<file path="config.mk">
export PLATFORM = sky130hd
export DESIGN_NAME = game_state_manager
export DESIGN_NICKNAME = d
export VERILOG_FILES = /design/src/rtl/game_state_manager.sv
export SDC_FILE = /design/constraint.sdc
export NUM_CORES = 1
export LEC_CHECK = 0
export BUFFER_PORTS_ARGS = -buffer_cell sky130_fd_sc_hd__clkbuf_2
export CAP_MARGIN = 20
export CORE_MARGIN = 10
export CORE_UTILIZATION = 50
export DETAILED_ROUTE_END_ITERATION = 8
export PLACE_DENSITY = 0.75
export SLEW_MARGIN = 25
export SYNTH_ARGS = -nofsm -noshare
export SYNTH_HDL_FRONTEND = slang
export SYNTH_SLANG_ARGS = --single-unit
export TNS_END_PERCENT = 100
</file>
<file path="constraint.sdc">
create_clock -name clock -period 8.4 [get_ports clock]
set_input_delay 0.42 -clock clock [delete_from_list [all_inputs] [get_ports clock]]
set_output_delay 0.42 -clock clock [all_outputs]
set_load 0.01 [all_outputs]
</file>
<file path="src/rtl/game_state_manager.sv">
// -----------------------------------------------------------------------------
// game_state_manager
//   Game-control stage ahead of the tunnel video controller. Turns debounced
//   player buttons into the game_info_reg control byte, runs the IDLE/PLAY/OVER
//   game FSM from the controller's collision flag, keeps a 4-digit BCD score and
//   issues a restart pulse that clears the controller's sticky collision state.
//
// Ports
//   clock           in   25 MHz pixel clock (only clock)
//   rst             in   asynchronous active-high reset
//   btn_left        in   debounced level, 1 = pressed
//   btn_right       in   debounced level, 1 = pressed
//   btn_start       in   debounced level, rising edge = start/restart request
//   collison_detect in   sticky collision flag from the video controller
//   Pixel_row       in   [9:0] current pixel row
//   Pixel_column    in   [9:0] current pixel column
//   game_info_reg   out  [7:0] {3'b000, level, state[1:0], move[1:0]}
//   score           out  [15:0] 4-digit BCD score
//   game_over       out  1 while in OVER
//   game_rst        out  active-high reset pulse to the downstream controller
// -----------------------------------------------------------------------------
module game_state_manager #(
    parameter int unsigned FRAMES_PER_POINT = 30,
    parameter logic [7:0]  LEVEL_UP_BCD     = 8'h01,
    parameter int unsigned RST_PULSE        = 4
) (
    input  logic        clock,
    input  logic        rst,
    input  logic        btn_left,
    input  logic        btn_right,
    input  logic        btn_start,
    input  logic        collison_detect,
    input  logic [9:0]  Pixel_row,
    input  logic [9:0]  Pixel_column,
    output logic [7:0]  game_info_reg,
    output logic [15:0] score,
    output logic        game_over,
    output logic        game_rst
);

    typedef enum logic [1:0] {
        ST_IDLE = 2'b00,
        ST_PLAY = 2'b01,
        ST_OVER = 2'b10
    } state_t;

    localparam logic [7:0] FRAME_LAST = 8'(FRAMES_PER_POINT - 32'd1);
    localparam logic [3:0] RST_LOAD   = 4'(RST_PULSE - 32'd1);

    // BCD increment with carry between digits; 9999 saturates instead of wrapping.
    function automatic logic [15:0] bcd_inc(input logic [15:0] v);
        logic [15:0] r;
        logic        carry;
        r     = v;
        carry = 1'b1;
        if (v == 16'h9999) begin
            r = v;
        end else begin
            for (int i = 0; i < 4; i++) begin
                if (carry) begin
                    if (r[i*4 +: 4] == 4'd9) begin
                        r[i*4 +: 4] = 4'd0;
                    end else begin
                        r[i*4 +: 4] = r[i*4 +: 4] + 4'd1;
                        carry       = 1'b0;
                    end
                end else begin
                    r[i*4 +: 4] = r[i*4 +: 4];
                end
            end
        end
        return r;
    endfunction

    state_t      state_r;
    state_t      state_nx_s;
    logic        origin_d_r;
    logic        frame_tick_r;
    logic        start_d_r;
    logic        start_pulse_r;
    logic [7:0]  frame_cnt_r;
    logic [7:0]  frame_cnt_nx_s;
    logic [3:0]  rst_cnt_r;
    logic [15:0] score_nx_s;
    logic [1:0]  move_nx_s;
    logic        level_nx_s;
    logic        load_rst_s;
    logic        at_origin_s;

    assign at_origin_s = (Pixel_row == 10'd0) && (Pixel_column == 10'd0);

    // Frame and start-button edge detectors.
    // start_d_r resets to 1 so a button already held through reset is not a start.
    always_ff @(posedge clock or posedge rst) begin
        if (rst) begin
            origin_d_r    <= 1'b0;
            frame_tick_r  <= 1'b0;
            start_d_r     <= 1'b1;
            start_pulse_r <= 1'b0;
        end else begin
            origin_d_r    <= at_origin_s;
            frame_tick_r  <= at_origin_s & ~origin_d_r;
            start_d_r     <= btn_start;
            start_pulse_r <= btn_start & ~start_d_r;
        end
    end

    // Next-state, score, frame counter, move and level decode.
    always_comb begin
        state_nx_s     = state_r;
        score_nx_s     = score;
        frame_cnt_nx_s = frame_cnt_r;
        load_rst_s     = 1'b0;
        case (state_r)
            ST_IDLE: begin
                if (start_pulse_r) begin
                    state_nx_s     = ST_PLAY;
                    score_nx_s     = 16'h0000;
                    frame_cnt_nx_s = 8'd0;
                    load_rst_s     = 1'b1;
                end else begin
                    state_nx_s = ST_IDLE;
                end
            end
            ST_PLAY: begin
                // Collision wins over a same-cycle point: score freezes.
                if (collison_detect) begin
                    state_nx_s = ST_OVER;
                end else if (frame_tick_r) begin
                    if (frame_cnt_r == FRAME_LAST) begin
                        frame_cnt_nx_s = 8'd0;
                        score_nx_s     = bcd_inc(score);
                    end else begin
                        frame_cnt_nx_s = frame_cnt_r + 8'd1;
                    end
                end else begin
                    state_nx_s = ST_PLAY;
                end
            end
            ST_OVER: begin
                if (start_pulse_r) begin
                    state_nx_s = ST_IDLE;
                    load_rst_s = 1'b1;
                end else begin
                    state_nx_s = ST_OVER;
                end
            end
            default: begin
                state_nx_s = ST_IDLE;
            end
        endcase

        // Move bits change only at frame start and are forced off outside PLAY.
        if (state_nx_s != ST_PLAY) begin
            move_nx_s = 2'b00;
        end else if (frame_tick_r) begin
            case ({btn_left, btn_right})
                2'b10:   move_nx_s = 2'b10;
                2'b01:   move_nx_s = 2'b01;
                default: move_nx_s = 2'b00;
            endcase
        end else begin
            move_nx_s = game_info_reg[1:0];
        end

        // BCD digits order like binary, so a plain compare works.
        level_nx_s = (score_nx_s[15:8] >= LEVEL_UP_BCD);
    end

    // Game FSM state and all registered outputs.
    always_ff @(posedge clock or posedge rst) begin
        if (rst) begin
            state_r       <= ST_IDLE;
            score         <= 16'h0000;
            frame_cnt_r   <= 8'd0;
            game_info_reg <= 8'h00;
            game_over     <= 1'b0;
        end else begin
            state_r       <= state_nx_s;
            score         <= score_nx_s;
            frame_cnt_r   <= frame_cnt_nx_s;
            game_info_reg <= {3'b000, level_nx_s, state_nx_s, move_nx_s};
            game_over     <= (state_nx_s == ST_OVER);
        end
    end

    // Restart pulse: high for RST_PULSE clocks; a new load restarts the count.
    always_ff @(posedge clock or posedge rst) begin
        if (rst) begin
            rst_cnt_r <= 4'd0;
            game_rst  <= 1'b0;
        end else if (load_rst_s) begin
            rst_cnt_r <= RST_LOAD;
            game_rst  <= 1'b1;
        end else if (rst_cnt_r != 4'd0) begin
            rst_cnt_r <= rst_cnt_r - 4'd1;
            game_rst  <= 1'b1;
        end else begin
            rst_cnt_r <= 4'd0;
            game_rst  <= 1'b0;
        end
    end

endmodule

</file>
; After elaboration in Yosys (flattened, before gate mapping)
; Index checks and enable logic that the tools add are counted.
[classes]
addsub = 6
n_lt_le_gt_ge = 1
n_eq_ne = 18
mux = 52
n_bitwise = 4
n_reduce_logical = 11
[op_table]
columns = operator, count
row1 = 16-bit 2-to-1 mux, 5
row2 = 4-bit 2-to-1 mux, 9
row3 = 8-bit 2-to-1 mux, 4
row4 = 16-bit one-hot mux with 2 select lines, 1
row5 = 1-bit 2-to-1 mux, 25
row6 = 10-bit zero test, 2
row7 = 4-bit by 1-bit adder with 4-bit output (second input constant), 4
row8 = 16-bit equality test (second input constant), 1
row9 = 4-bit equality test (second input constant), 4
row10 = 8-bit one-hot mux with 2 select lines, 1
row11 = 2-bit inequality test (second input constant), 6
row12 = 2-bit 2-to-1 mux, 5
row13 = 8-bit by 1-bit adder with 8-bit output (second input constant), 1
row14 = 8-bit by 5-bit equality test with 1-bit output (second input constant), 1
row15 = 8-bit by 1-bit greater-or-equal comparator with 1-bit output (second input constant), 1
row16 = 7-bit AND reduction, 1
row17 = 2-bit equality test (second input constant), 3
row18 = 2-bit one-hot mux with 3 select lines, 1
row19 = 6-bit AND reduction, 1
row20 = 2-bit by 1-bit equality test with 1-bit output (second input constant), 2
row21 = 2-bit one-hot mux with 2 select lines, 1
row22 = 4-bit AND reduction, 1
row23 = 2-bit nonzero test, 2
row24 = 4-bit nonzero test, 1
row25 = other kinds (7), 9
[totals]
ff_bits = 41
in_bits = 26
out_inout_bits = 26
wordCells = 106

; Depth between registers and ports, before layout
; Gate-level depths: netlist (run 1).
[logic_depth]
depth_word = 26
depth_mapped = 9
depth_no_buf = 8

; Worst setup path before layout (run 1)
; No wires, ideal clock.
[synth_path]
path_kind = flip-flop to flip-flop
from = register score[1]
to = register game_info_reg[4]
setup_ps = 139
arrival_ps = 2608
required_ps = 8261
path_slack_ps = 5654
stages_incl_launch_ff = 9
path_buffers = 0
period_less_slack_ps = 2746
path_cell_list = dfrtp_1 inv_1 ha_1 nand3b_2 or4_1 a21oi_1 o31ai_1 or4_1 or4b_1
[synth_between]
elab_cells_between_ends = 28
classes_between = order compare: 1 / eq/ne: 2 / mux: 25
[synth_rtl]
columns = element, line_no
row1 = start: declaration, 36  ; output logic [15:0] score,
row2 = start signal: assignment, 180  ; score <= score_nx_s;
row3 = 4-bit equality test, 61  ; if (r[i*4 +: 4] == 4'd9) begin
row4 = 1-bit 2-to-1 mux, 61
row5 = 1-bit 2-to-1 mux, 56  ; if (v == 16'h9999) begin
row6 = 1-bit 2-to-1 mux, 130  ; if (frame_cnt_r == FRAME_LAST) begin
row7 = 1-bit 2-to-1 mux, 129  ; end else if (frame_tick_r) begin
row8 = 1-bit 2-to-1 mux, 127  ; if (collison_detect) begin
row9 = 1-bit 2-to-1 mux, 114  ; case (state_r)
row10 = 1-bit 2-to-1 mux, 60  ; if (carry) begin
row11 = [... 6 more ...], -
row12 = 16-bit 2-to-1 mux *, 56
row13 = 16-bit 2-to-1 mux *, 130
row14 = 16-bit 2-to-1 mux *, 129
row15 = 16-bit 2-to-1 mux *, 127
row16 = 16-bit one-hot mux with 2 select lines *, 114
row17 = named net score_nx_s[11], 84  ; logic [15:0] score_nx_s;
row18 = 8-bit by 1-bit greater-or-equal comparator with 1-bit output *, 167  ; level_nx_s = (score_nx_s[15:8] >= LEVEL_UP_BCD);
row19 = named net level_nx_s, 86  ; logic level_nx_s;
row20 = end signal: assignment, 182  ; game_info_reg <= {3'b000, level_nx_s, state_nx_s, move_nx_s};
row21 = end: declaration, 35  ; output logic [7:0] game_info_reg,
; Mark *: on every way through the listed nets, which the timed path passes. The rest lies on a longest branch. The select of a mux whose other input is x is not followed.
; A chain may end at the register's enable or synchronous reset.

; Worst setup path in the final report (run 1)
; Ends and elaborated chain as after synthesis.

==> impl_metrics.yaml, run 1 <==
floorplan:
  initial_utilization_pct: 51.5
  die_area_um2: 7560
  rows: 24
  placeableCoreArea_um2: 4350
  die_w_um: 86.9
  fp.dieH_um: 86.9
  pin_count: 52
pwr:
  pwr_density_cell_nw_per_um2: 203
  power_leakage_uw: 0.00127
  worst_ir_drop_vdd_v: 0.0000975
placed_design:
  gp_congestion: 0.886
  placement.io_buffers: 48
  placed_cells: 338
  dp_hpwl_um: 4050
route:
  top_layer_used: "met4"
  finalWirelength_um: 5470
  drt.antenna.violating_nets: 0
  met3_length_um: 287
  wl_per_cell_um: 15.8
  routed-via-count: 1980
  wl_met1_um: 2410
  first_pass_iters: 4
  drt-initial-drc-count: 102
  viasPerCell: 5.72
  wl_met2_um: 2680
  drc_errors: 0
timing:
  setup-violations-final: 0
  timing.clock.skew_ns: 0.00565
  hold_viol_final: 0
  fin_crit_sh_pct: 35.3
  slew_limit_fails: 0
  timing.final.crit_period_ns: 2.97
  clock.fmax_mhz: 337
  worst_margin_slew_ns: 0.916
  totalNegativeSetupSlack_ns: 0
  slew_headroom_pct: 38.8
  rsz0062_at_grt: "false"
worst_hold_path:
  min-delay-path-class: "input pin to asynchronous set/reset pin"
synthesis:
  synth_compound_gate_area_share_pct: 16.5
  mean_cell_area_of_the_mapped_netlist_um2: 9.22
  ys_types: 50
  xor_and_xnor_area_share_after_synthesis_pct: 1.17
  syn-cell-area_um2: 2240
  synthMostInstantiatedCell: "sky130_fd_sc_hd__dfrtp_1"
  yosys_warnings: 0
  asyncSetResetFlopFracSynth_pct: 100
  synthesis.instances: 243
  synth_sequential_area_ratio_pct: 43.6
  ys_dominant_reg_cell: "sky130_fd_sc_hd__dfrtp_1"
  synth_enable_flop_cells: 0
  largest_family_of_logic_cells_by_synthesized_area: "simple AND/OR/NAND/NOR gates"
  post_synth_fa_ha_maj_area_fraction_pct: 5.58
  synthTopCellsByArea: "sky130_fd_sc_hd__dfrtp_1, sky130_fd_sc_hd__ha_1, sky130_fd_sc_hd__nand2_1"
  synth_seq_cells: 39
  yosys.area.top_type: "sky130_fd_sc_hd__dfrtp_1"
  synth-simple-area-share_pct: 29.6
  synth_top_cell_area_share_pct: 42.4
  yosys-top-cells-count: "sky130_fd_sc_hd__dfrtp_1, sky130_fd_sc_hd__nand2_1, sky130_fd_sc_hd__o21ai_0"
  fraction_of_synthesized_area_in_multiplexers_pct: 0
finish:
  num-fill-cells: 380
  antenna_cells_inserted: 0
  layout-drive-gt1-share_pct: 23.1
  stdcell_count: 346
  synth_to_layout_area_growth_pct: 17.4
  max_flop_register: "score"
  reg_top3: "score (16), frame_cnt_r (8)"
  flip_flop_count_of_the_largest_register_all_copies_and_words_added: 16
  num-nets-final: 329
worst_setup_path:
  cpPeakStageDelay_ns: 0.67
  timing.critical_path.fanout_max: 10
  critical_path_required_ns: 8.56
  end_kind: "flop"
  critPathKind: "flop to flop"
  worstPathBufferInverterCount: 1
  cp_data_arrival_time_ns: 3.13
  cp-start-kind: "flop"
  cell_occurring_most_often_along_the_worst_timing_path: "sky130_fd_sc_hd__or4_1"
  worstPathCellList: "inv_1, ha_1, nand3b_2, or4_1, a21oi_1, o31ai_1, or4_1, or4b_1"
  critical-path-top-delay-family: "simple AND/OR/NAND/NOR gates"
  timing.critical_path.slowest_stage_cell: "sky130_fd_sc_hd__or4_1"
global_routing:
  first_global_vias: 1958
  overflow: 0
  grt_antenna_before_repair: 0
  gr-usage-all-layers_pct: 14.7
  grt_pass1_wl_um: 9160
  grt_max_degree: 40
clock_tree:
  cts-buffers-inserted: 5
  cts_setup_buffers: 0
  tritoncts_num_sinks: 39
  cts.reportedPaths.clkPinSlew_ns: 0.08
  tritoncts_clock_tree: "built"
  cts_buffer_depth: 2
  clk_root_buffer_cell: "sky130_fd_sc_hd__clkbuf_8"
  cts-htree-levels: 2
  hold_buffers: 0
  insertion_delay_ns: 0.29
  postCtsResizedCells: 0
outcome:
  outcome: "finished, final reports clean"
run:
  cap_violations: 0
==> per-layer routing <==
layer	vias up	track usage, %
li1	994	-
met1	927	17.7
met2	50	25.2
met3	9	3.46
met4	0	4.86
met5	-	0
==> layout by cell type, fill, tap and decap left out, types with 2 or more instances in the layout <==
master	count
sky130_fd_sc_hd__inv_1	9
sky130_fd_sc_hd__and3_1	5
sky130_fd_sc_hd__a21oi_1	11
sky130_fd_sc_hd__nand2b_1	6
sky130_fd_sc_hd__a21o_1	4
sky130_fd_sc_hd__nand2_1	29
sky130_fd_sc_hd__dfrtp_1	38
sky130_fd_sc_hd__a21boi_0	2
sky130_fd_sc_hd__nand4_1	4
sky130_fd_sc_hd__ha_1	10
sky130_fd_sc_hd__nor2b_1	3
sky130_fd_sc_hd__clkbuf_8	5
sky130_fd_sc_hd__or3_1	4
sky130_fd_sc_hd__and3b_1	2
sky130_fd_sc_hd__o31ai_1	5
sky130_fd_sc_hd__nand3b_1	6
sky130_fd_sc_hd__conb_1	3
sky130_fd_sc_hd__nor4_1	11
sky130_fd_sc_hd__a211o_1	2
sky130_fd_sc_hd__xor2_1	2
sky130_fd_sc_hd__a22o_1	3
sky130_fd_sc_hd__nand3_1	14
sky130_fd_sc_hd__or2_2	2
sky130_fd_sc_hd__nor4b_1	2
sky130_fd_sc_hd__nor2_1	11
sky130_fd_sc_hd__clkbuf_2	48
sky130_fd_sc_hd__o21ai_0	19
sky130_fd_sc_hd__or4_1	4
sky130_fd_sc_hd__nor3_1	5
==> path summary, 6_finish.rpt <==
kind	from	endpoint	slack, ns	cells after the start
worst max register to register	score[1]	game_info_reg[4]	5.43	8
worst max-delay path	score[1]	game_info_reg[4]	5.43	8
worst min-delay path	rst	origin_d_r	0.22	3
min in group clock	btn_start	start_d_r	0.22	1
worst min register to register	origin_d_r	frame_tick_r	0.41	1
max in group asynchronous	rst	start_d_r	7.82	3
==> final cells by class <==
type / count / area, um^2 / area share (%)
clock buffers: 6 / 72.6 / 2.76
inverters: 9 / 33.8 / 1.28
repair buffers: 49 / 248 / 9.42
multi-input cells: 189 / 1200 / 45.5
clock inverters: 2 / 37.5 / 1.43
well taps: 52 / 65.1 / 2.47
flip-flops and latches: 39 / 977 / 37.2
==> cells by family (layout without fill, tap and decap cells) <==
logic type | Yosys count | in the layout
AO/OA/AOI/OAI | 56 | 56
XOR/XNOR | 3 | 3
adder cells (fa/ha/maj) | 10 | 10
buffers and inverters | 17 | 66
flip-flops | 39 | 39
other | 1 | 3
AND/OR/NAND/NOR | 117 | 117
==> report_power, final <==
part	switching (uW)	internal [uW]
logic	92.3	49.7
registers	27.8	209
clock network	65.5	88.6
==> per-stage QoR <==
step	util, %	instance area [um^2]	power, uW	hold slack, ns	setup WS, ns
after global placement	57.9	2520	377	0.391	5.51
after floorplan	-	2250	334	0.385	5.65
final	60.4	2630	533	0.216	5.43
after detailed placement	57.9	2520	383	0.394	5.44
after global routing	60.4	2630	569	0.202	5.25
after CTS	60.4	2630	537	0.208	5.43
==> worst reg2reg max path: stages (launching register included) <==
cell and delay (ns):
sky130_fd_sc_hd__dfrtp_1 0.42, sky130_fd_sc_hd__inv_1 0.07, sky130_fd_sc_hd__ha_1 0.19, sky130_fd_sc_hd__nand3b_2 0.21, sky130_fd_sc_hd__or4_1 0.67, sky130_fd_sc_hd__a21oi_1 0.17
sky130_fd_sc_hd__o31ai_1 0.12, sky130_fd_sc_hd__or4_1 0.52, sky130_fd_sc_hd__or4b_1 0.48
(Power assumes the default switching activity.)
==> run 2: changes to the inputs <==
Settings changed: CORE_UTILIZATION 50 to 48.
Clock period 8.4 ns to 2.46 ns, I/O delays scaled along.
==> impl_metrics.yaml, run 2 (synthesized netlist as in run 1, its figures left out) <==
outcome:
  outcome: "finished, violations left"
  violated_checks: "negative setup slack"
floorplan:
  die_area_um2: 7800
  fp.dieH_um: 88.3
  pin_count: 52
  rows: 24
  initial_utilization_pct: 50.4
  die_w_um: 88.3
  placeableCoreArea_um2: 4440
placed_design:
  gp_congestion: 0.930
  dp_hpwl_um: 5030
  placement.io_buffers: 48
  preCtsSetupSlack_ns: -0.194
worst_setup_path:
  end_kind: "flop"
  cpPeakStageDelay_ns: 0.56
  worst_r2r_startpoint: "score[12]"
  critPathKind: "flop to flop"
  timing.critical_path.slowest_stage_cell: "sky130_fd_sc_hd__or4_4"
  critical_path_required_ns: 2.63
  worstPathCellList: "ha_4, and3b_2, or4_4, a21oi_2, o31ai_2, or4_1, or4b_1"
  reg2regPathDepth: 7
  timing.critical_path.fanout_max: 3
  cp_data_arrival_time_ns: 2.87
  cp-start-kind: "flop"
  endpoint_of_the_lowest_slack_register_to_register_path: "game_info_reg[4]"
  worst-r2r-setup-slack_ns: -0.24
timing:
  timing.clock.skew_ns: 0.00657
  worst_margin_slew_ns: 0.799
  slew_headroom_pct: 46.7
  fin_crit_sh_pct: 110
  timing.final.ws_setup_ns: -0.240
  setup-violations-final: 1
  rsz0062_at_grt: "true"
  clock.fmax_mhz: 370
  slew_limit_fails: 0
  timing.final.crit_period_ns: 2.70
  totalNegativeSetupSlack_ns: -0.240
  hold_viol_final: 0
finish:
  flip_flop_count_of_the_largest_register_all_copies_and_words_added: 16
  num-fill-cells: 343
  layout-drive-gt1-share_pct: 38.8
  reg_top3: "score (16), frame_cnt_r (8)"
  max_flop_register: "score"
  antenna_cells_inserted: 0
  regArea_um2: 982
  num-nets-final: 383
  layout.cells.most_common: "sky130_fd_sc_hd__buf_4"
  multi_input_logic_area_um2: 1270
  synth_to_layout_area_growth_pct: 38.2
  highest_count_cells_in_the_layout_ignoring_fill_and_taps: "sky130_fd_sc_hd__buf_4, sky130_fd_sc_hd__clkbuf_2, sky130_fd_sc_hd__dfrtp_1"
worst_hold_path:
  min-delay-path-class: "input pin to flop"
  worstHoldEndpoint: "game_info_reg[1]"
  holdCritStartpoint: "btn_left"
  min_path_cells: 3
clock_tree:
  tritoncts_num_sinks: 39
  cts_setup_buffers: 0
  cts_buffer_depth: 2
  cts-htree-levels: 2
  cts-buffers-inserted: 5
  insertion_delay_ns: 0.29
  tritoncts_clock_tree: "built"
  clk_root_buffer_cell: "sky130_fd_sc_hd__clkbuf_8"
  cts.reportedPaths.clkPinSlew_ns: 0.08
route:
  drc_errors: 0
  first_pass_iters: 4
  finalWirelength_um: 6360
  drt-initial-drc-count: 131
  drt.antenna.violating_nets: 0
  viasPerCell: 5.67
  routed-via-count: 2269
  wl_per_cell_um: 15.9
run:
  cap_violations: 0
pwr:
  pwr_density_cell_nw_per_um2: 593
  power_leakage_uw: 0.00157
  comb_power_share_pct: 35.0
  pwr-share-clk_pct: 23.2
  swShare_pct: 36.5
  seq_power_share_pct: 41.7
  worst_ir_drop_vdd_v: 0.000376
  cell_internal_pwr_uw: 1170
  p_switching_uw: 670
global_routing:
  overflow: 0
  grt_pass1_wl_um: 10500
  gr-usage-all-layers_pct: 16.8
  grt_max_degree: 23
  grt_antenna_before_repair: 0
  first_global_vias: 2253
==> run 2: cell count changes in the layout (fill, tap and decap cells not counted), sizes merged <==
cell         before  now
dlygate4sd3       0    2
bufinv            1    0
clkinv            0    1
buf               1   53
==> run 2: worst max path at each step <==
stage | start | end | slack [ns] | depth (start not counted)
global route | score[5] | game_info_reg[4] | -0.31 | 8
global placement | score[5] | game_info_reg[4] | -0.13 | 9
CTS | score[12] | game_info_reg[4] | -0.18 | 7
detailed placement | frame_cnt_r[7] | game_info_reg[4] | -0.19 | 7
finish | score[12] | game_info_reg[4] | -0.24 | 7
floorplan | score[13] | game_info_reg[4] | -0.16 | 8
==> run 2: cell type report <==
| cell class | count | share of cell area [%] |
|---|---|---|
| Inverter | 9 | 1.09 |
| Tap cell | 52 | 2.10 |
| Sequential cell | 39 | 31.7 |
| Timing Repair Buffer | 103 | 21.4 |
| Multi-Input combinational cell | 189 | 41.0 |
| Clock inverter | 2 | 0.404 |
| Clock buffer | 6 | 2.34 |
==> run 2: layer usage <==
layer  GRT usage (%)  routed length [um]  vias to the layer above
met3            3.22                 274                       13
met5               0                   0                        -
met1            21.0                2750                     1102
li1                -                   -                     1096
met2            28.1                3210                       58
met4            6.17                 121                        0
==> run 2: per-stage QoR <==
step | power, uW | utilization, % | cell area [um^2] | cells | hold slack (ns)
floorplan | 1140 | - | 2280 | 245 | 0.127
global placement | 1390 | 66.3 | 2950 | 390 | 0.223
detailed placement | 1410 | 66.3 | 2950 | 390 | 0.233
CTS | 1840 | 68.9 | 3060 | 400 | 0.0890
global route | 1960 | 69.7 | 3100 | 400 | 0.0962
finish | 1840 | 69.7 | 3100 | 400 | 0.0919
==> run 2: worst max-delay path, delay by kind of cell (launching register included) <==
family,cells,cell delay [ns]
and+or+nand+nor,4,1.74
DFF,1,0.43
adders and majority gates,1,0.15
AOI/OAI and AO/OA,2,0.26
==> run 2: power by group through the flow <==
stage	Combinational (uW)	Clock, uW	Sequential (uW)
5_1_grt	722	467	774
2_1_floorplan	335	0	806
3_3_place_gp	615	0	774
6_report	643	427	767
3_5_place_dp	629	0	779
4_1_cts	638	436	767
==> run 2: timing repair <==
action | in CTS | in global routing
cloned | 0 | 0
setup endpoints to repair | 1 | 9
hold buffers | 2 | 0
endpoints found under the hold margin | 20 | 0
pin swaps | 0 | 4
resized for setup | 2 | 7
